**src/rtl/gpu2d_bg_tile_mem_arbiter.sv**
```systemverilog
// rtl/gpu2d_bg_tile_mem_arbiter.sv - background tile RAM arbiter between renderer and host bus
//
// Purpose: owns every port of the background tile-memory simple-dual-port RAM.
// The host write path passes straight through. The single RAM read port is
// shared between the renderer tile fetch (priority) and host reads. A
// starvation counter guarantees the host a slot. A read that targets the
// address being written in the same cycle is held off one cycle, because the
// RAM leaves that case undefined.
//
// Ports:
//   clk, reset            clock; asynchronous active-low reset
//   io_rndReq_*           renderer read request (valid/ready/addr)
//   io_rndRsp_*           renderer read response (valid/data), no backpressure
//   io_hostRd_*           host read request (valid/ready/addr)
//   io_hostRsp_*          host read response (valid/ready/data)
//   io_hostWr_*           host write (valid/ready/addr/data)
//   io_ram_wr*            RAM write port
//   io_ram_rd*            RAM read port; rdData is registered, valid the cycle after rdEn
module gpu2d_bg_tile_mem_arbiter #(
  parameter int ADDR_WIDTH   = 12,
  parameter int DATA_WIDTH   = 96,
  parameter int STARVE_LIMIT = 15
) (
  input  logic                  clk,
  input  logic                  reset,
  input  logic                  io_rndReq_valid,
  output logic                  io_rndReq_ready,
  input  logic [ADDR_WIDTH-1:0] io_rndReq_addr,
  output logic                  io_rndRsp_valid,
  output logic [DATA_WIDTH-1:0] io_rndRsp_data,
  input  logic                  io_hostRd_valid,
  output logic                  io_hostRd_ready,
  input  logic [ADDR_WIDTH-1:0] io_hostRd_addr,
  output logic                  io_hostRsp_valid,
  input  logic                  io_hostRsp_ready,
  output logic [DATA_WIDTH-1:0] io_hostRsp_data,
  input  logic                  io_hostWr_valid,
  output logic                  io_hostWr_ready,
  input  logic [ADDR_WIDTH-1:0] io_hostWr_addr,
  input  logic [DATA_WIDTH-1:0] io_hostWr_data,
  output logic                  io_ram_wrEn,
  output logic [ADDR_WIDTH-1:0] io_ram_wrAddr,
  output logic [DATA_WIDTH-1:0] io_ram_wrData,
  output logic                  io_ram_rdEn,
  output logic [ADDR_WIDTH-1:0] io_ram_rdAddr,
  input  logic [DATA_WIDTH-1:0] io_ram_rdData
);

  localparam logic [7:0] LIMIT = 8'(STARVE_LIMIT);

  logic [7:0]            starve_cnt;
  logic                  rnd_inflight;
  logic                  host_inflight;
  logic                  hold_valid;
  logic [DATA_WIDTH-1:0] hold_data;
  logic [ADDR_WIDTH-1:0] rd_addr_q;

  logic wr_active;
  logic hold_drain;
  logic rnd_elig;
  logic host_elig;
  logic grant_rnd;
  logic grant_host;

  always_comb begin
    // Everything is gated by reset so that all handshakes read 0 while held.
    wr_active  = reset && io_hostWr_valid;
    hold_drain = hold_valid && io_hostRsp_ready;
    rnd_elig   = reset && io_rndReq_valid &&
                 !(wr_active && (io_rndReq_addr == io_hostWr_addr));
    // One host read outstanding at most: the hold register must be free (or
    // freeing now) and no RAM read for the host may still be in the pipe.
    host_elig  = reset && io_hostRd_valid &&
                 !(wr_active && (io_hostRd_addr == io_hostWr_addr)) &&
                 !host_inflight && (!hold_valid || hold_drain);
    grant_host = host_elig && (!rnd_elig || (starve_cnt == LIMIT));
    grant_rnd  = rnd_elig && !grant_host;
  end

  assign io_hostWr_ready  = reset;
  assign io_ram_wrEn      = wr_active;
  assign io_ram_wrAddr    = io_hostWr_addr;
  assign io_ram_wrData    = io_hostWr_data;

  assign io_rndReq_ready  = grant_rnd;
  assign io_hostRd_ready  = grant_host;
  assign io_ram_rdEn      = grant_rnd || grant_host;
  assign io_ram_rdAddr    = grant_host ? io_hostRd_addr :
                            grant_rnd  ? io_rndReq_addr : rd_addr_q;

  assign io_rndRsp_valid  = rnd_inflight;
  assign io_rndRsp_data   = io_ram_rdData;
  assign io_hostRsp_valid = hold_valid;
  assign io_hostRsp_data  = hold_data;

  always_ff @(posedge clk or negedge reset) begin
    if (!reset) begin
      starve_cnt    <= 8'd0;
      rnd_inflight  <= 1'b0;
      host_inflight <= 1'b0;
      hold_valid    <= 1'b0;
      hold_data     <= '0;
      rd_addr_q     <= '0;
    end else begin
      rnd_inflight  <= grant_rnd;
      host_inflight <= grant_host;
      if (grant_rnd || grant_host) begin
        rd_addr_q <= io_ram_rdAddr;
      end
      // Collision-blocked or otherwise idle cycles leave the count untouched.
      if (grant_host || !io_hostRd_valid) begin
        starve_cnt <= 8'd0;
      end else if (grant_rnd && (starve_cnt < LIMIT)) begin
        starve_cnt <= starve_cnt + 8'd1;
      end
      // A capture always wins over a drain in the same cycle.
      if (host_inflight) begin
        hold_valid <= 1'b1;
        hold_data  <= io_ram_rdData;
      end else if (hold_drain) begin
        hold_valid <= 1'b0;
      end
    end
  end

endmodule

```
**config.mk**
```make
export PLATFORM = sky130hd
export DESIGN_NAME = gpu2d_bg_tile_mem_arbiter
export DESIGN_NICKNAME = d
export VERILOG_FILES = /design/src/rtl/gpu2d_bg_tile_mem_arbiter.sv
export SDC_FILE = /design/constraint.sdc
export NUM_CORES = 1
export LEC_CHECK = 0
export CAP_MARGIN = 20
export CORE_AREA = 2 2 217 219
export CTS_CLUSTER_DIAMETER = 40
export DETAILED_ROUTE_END_ITERATION = 12
export DIE_AREA = 0 0 219 221
export GPL_TIMING_DRIVEN = 0
export PLACE_DENSITY_LB_ADDON = 0.08
export SYNTH_ARGS = -nofsm -noshare
export SYNTH_HDL_FRONTEND = slang
export SYNTH_SLANG_ARGS = --single-unit
```
**constraint.sdc**
```tcl
create_clock -name clk -period 4.7 [get_ports clk]
set_input_delay 0.94 -clock clk [delete_from_list [all_inputs] [get_ports clk]]
set_output_delay 0.94 -clock clk [all_outputs]
set_load 0.02 [all_outputs]
```
==> flow_metrics.tcl <==
set metrics [dict create \
    slowest_stage "clkdlybuf4s50_1" \
    hpwl_um 22300 \
    path_clk_slew_ns 0.06 \
    grt_pass1_vias 5495 \
    synth_top_area_cell "dfrtp_1" \
    crit_top_cell "clkdlybuf4s50_1" \
    setup_violations 0 \
    max_stage_delay_ns 0.63 \
    cts_root_buffer "clkbuf_16" \
    grt_usage 0.108 \
    timing.slew.headroom 0.520 \
    cpLargestDelayFamily "buffers and inverters" \
    post-route-period-util 0.962 \
    cts_buffers 17 \
    startpoint_type "input port" \
    cp-end-kind "output port" \
    antenna_found_initial 0 \
    crit_chain "clkdlybuf4s50_1 -> xnor2_1 -> nand4_1 -> nor4_2 -> a211oi_4 -> buf_4 -> clkbuf_4 -> nor2_1 -> clkdlybuf4s50_1" \
    rows 79 \
    area_delta_synth_final_pct 91.8 \
    grt.overflow.total 0 \
    yosysWarnings 0 \
    cts_tree "yes" \
    final.setup.tns_ns 0 \
    power_leakage_nw 5.26 \
    ys_seq_area_frac 0.451 \
    drive_above_1_share 0.352 \
    clockBufferDepth 2 \
    first_iter_violations 96 \
    critPathArrivalTime_ns 3.58 \
    grt_pass1_wl_um 37700 \
    skew_ns 0.0103 \
    clock-sinks 119 \
    drcViolationCount 0 \
    synthTopCellsByArea "dfrtp_1 (45%), buf_4 (23%), mux2_2 (19%)" \
    grt_max_degree 69 \
    tightest_slew_ns 0.714 \
    finalHoldViolations 0 \
    fin_nets 1260 \
    rsz0062_at_grt "no" \
    drt-vias-per-instance 3.30 \
    report.final.slew_viol_count 0 \
    dr.pass1.iters 4 \
    yosys.area.top_type_share 0.451 \
    synth_seq_cells 119 \
    htree_levels 4 \
    utilization 0.275 \
    crit_required_ns 3.76 \
    core_area_um2 46100 \
    critical_path.max_fanout 11 \
    avgSynthCellArea_um2 12.2 \
    crit_type "in2out" \
    clock_latency_ns 0.44 \
    routed_wl_um 27100 \
    place.gp.congestion 0.683 \
    fmax_mhz 221 \
    status "finished, final reports clean" \
    die_x_um 219 \
    yosysUniqueCellTypes 28 \
    p_per_area_nw_per_um2 358 \
    syn_inst 542 \
    n_antenna_cell 0 \
    critPathBufInv 4 \
    start_util 0.143 \
    peakVddDrop_mv 0.225 \
    syn_nets 777 \
    cap_viol_max_count 0 \
    cts_hold_buf 0 \
    ant_nets 0 \
    wire_per_inst_um 16.5 \
    post-route-min-period_ns 4.52 \
    die_area_um2 48400 \
    die_y_um 221 \
    num_io_pins 553 \
    port-buffer-count 456 \
    vias 5434 \
    syn_area_um2 6600 \
    hold_path_class "in2async" \
]
where the power goes:
group	switching (mW)	total (mW)	internal, mW
registers	0.0966	1.34	1.24
clock network	0.534	1.45	0.920
logic	0.799	1.73	0.933
sequential cells by signal, indices dropped and copies added (netlist names):
name              flops
rd_addr_q            12
io_hostRsp_valid      1
io_rndRsp_valid       1
host_inflight         1
io_hostRsp_data      96
starve_cnt            8
cell families (layout without fill, tap and decap cells):
group                      after synthesis  after routing  synth area share
buffers and inverters                  225            721             0.247
adders and majority gates                1              1           0.00189
xor gates and xnor gates                24             24            0.0318
and+or+nand+nor                         29             29            0.0254
DFF                                    119            119             0.451
muxes                                  132            132             0.225
AOI/OAI and AO/OA                       12             12            0.0176
worst register-to-register path, cell delays in order (launching register included):
cell and delay, ns:
dfrtp_1 0.32, clkbuf_1 0.45, clkbuf_1 0.51, clkbuf_1 0.55, mux2_2 0.40
through the flow:
step | std cells | setup WS (ns) | cell area [um^2] | total power [mW] | hold slack, ns
2_1_floorplan | 542 | 0.914 | 6600 | 2.19 | 0.520
5_1_grt | 1645 | 0.000381 | 12700 | 4.77 | 0.365
4_1_cts | 1643 | 0.0225 | 12600 | 4.65 | 0.418
6_report | 1645 | 0.180 | 12700 | 4.53 | 0.369
3_3_place_gp | 1605 | -5.73 | 11900 | 3.15 | 0.490
3_5_place_dp | 1607 | -0.659 | 12000 | 3.15 | 0.489
cell type report:
type,count,area [um^2]
Fill cell,4865,33400
Timing Repair Buffer,464,4650
Sequential cell,119,2980
Multi-Input combinational cell,198,2010
Buffer,220,1620
Tap cell,607,759
Clock buffer,22,464
Clock inverter,10,168
Inverter,5,18.8
worst paths after layout:
path                                   startpoint             endpoint  slack (ns)  cells past startpoint
worst max-delay path            io_hostWr_addr[5]      io_rndReq_ready        0.18                      9
worst min-delay path                        reset   io_hostRsp_data[1]        0.37                      1
worst max register to register      host_inflight  io_hostRsp_data[48]        2.37                      4
worst min register to register   io_hostRsp_valid     io_hostRsp_valid        0.50                      2
max in group asynchronous                   reset         rd_addr_q[2]        3.64                      2
min in group clk                 io_hostRsp_valid     io_hostRsp_valid        0.50                      2
per-layer routing:
metal | global-route usage | part of all wire
met5 | 0 | 0
met4 | 0.0294 | 0.0093
met3 | 0.0410 | 0.089
met2 | 0.212 | 0.56
met1 | 0.104 | 0.34
timing repair:
action | CTS | global route
setup endpoints to repair | 15 | 13
resized for setup | 17 | 3
buffers inserted | 4 | 2
pin swaps | 3 | 3
gates cloned | 0 | 0
cells in the final DEF, fill, tap and decap left out, drive strengths merged, types with 3 or more instances in the layout:
| master | Yosys | final |
|---|---|---|
| xnor2 | 24 | 24 |
| nor3b | 4 | 4 |
| dlygate4sd2 | 0 | 13 |
| clkdlybuf4s50 | 0 | 442 |
| nand4 | 5 | 5 |
| bufinv | 0 | 4 |
| clkbuf | 11 | 35 |
| nand2 | 4 | 4 |
| dfrtp | 119 | 119 |
| clkinv | 0 | 3 |
| and2 | 3 | 3 |
| nor4 | 4 | 4 |
| inv | 5 | 7 |
| buf | 209 | 216 |
| o21ai | 3 | 3 |
| a211oi | 4 | 4 |
| mux2 | 132 | 132 |
| nand3 | 5 | 5 |
Yosys cell counts:
library cell / n
nor3b_1: 4
nor2_1: 1
a31o_2: 1
and2_1: 3
nand2_1: 4
a31oi_1: 1
or3_1: 1
a211oi_4: 1
a21oi_1: 1
xnor2_1: 24
buf_4: 205
a211oi_1: 3
clkbuf_1: 11
inv_1: 5
buf_2: 2
buf_6: 2
o21ai_0: 3
o41a_1: 1
dfrtp_1: 119
ha_1: 1
nand4_1: 5
o41ai_4: 1
and3_1: 1
mux2_1: 20
mux2_2: 112
nor4_1: 4
nand3_1: 5
nand2b_1: 1
No activity file was read; power rests on OpenSTA's default activity.
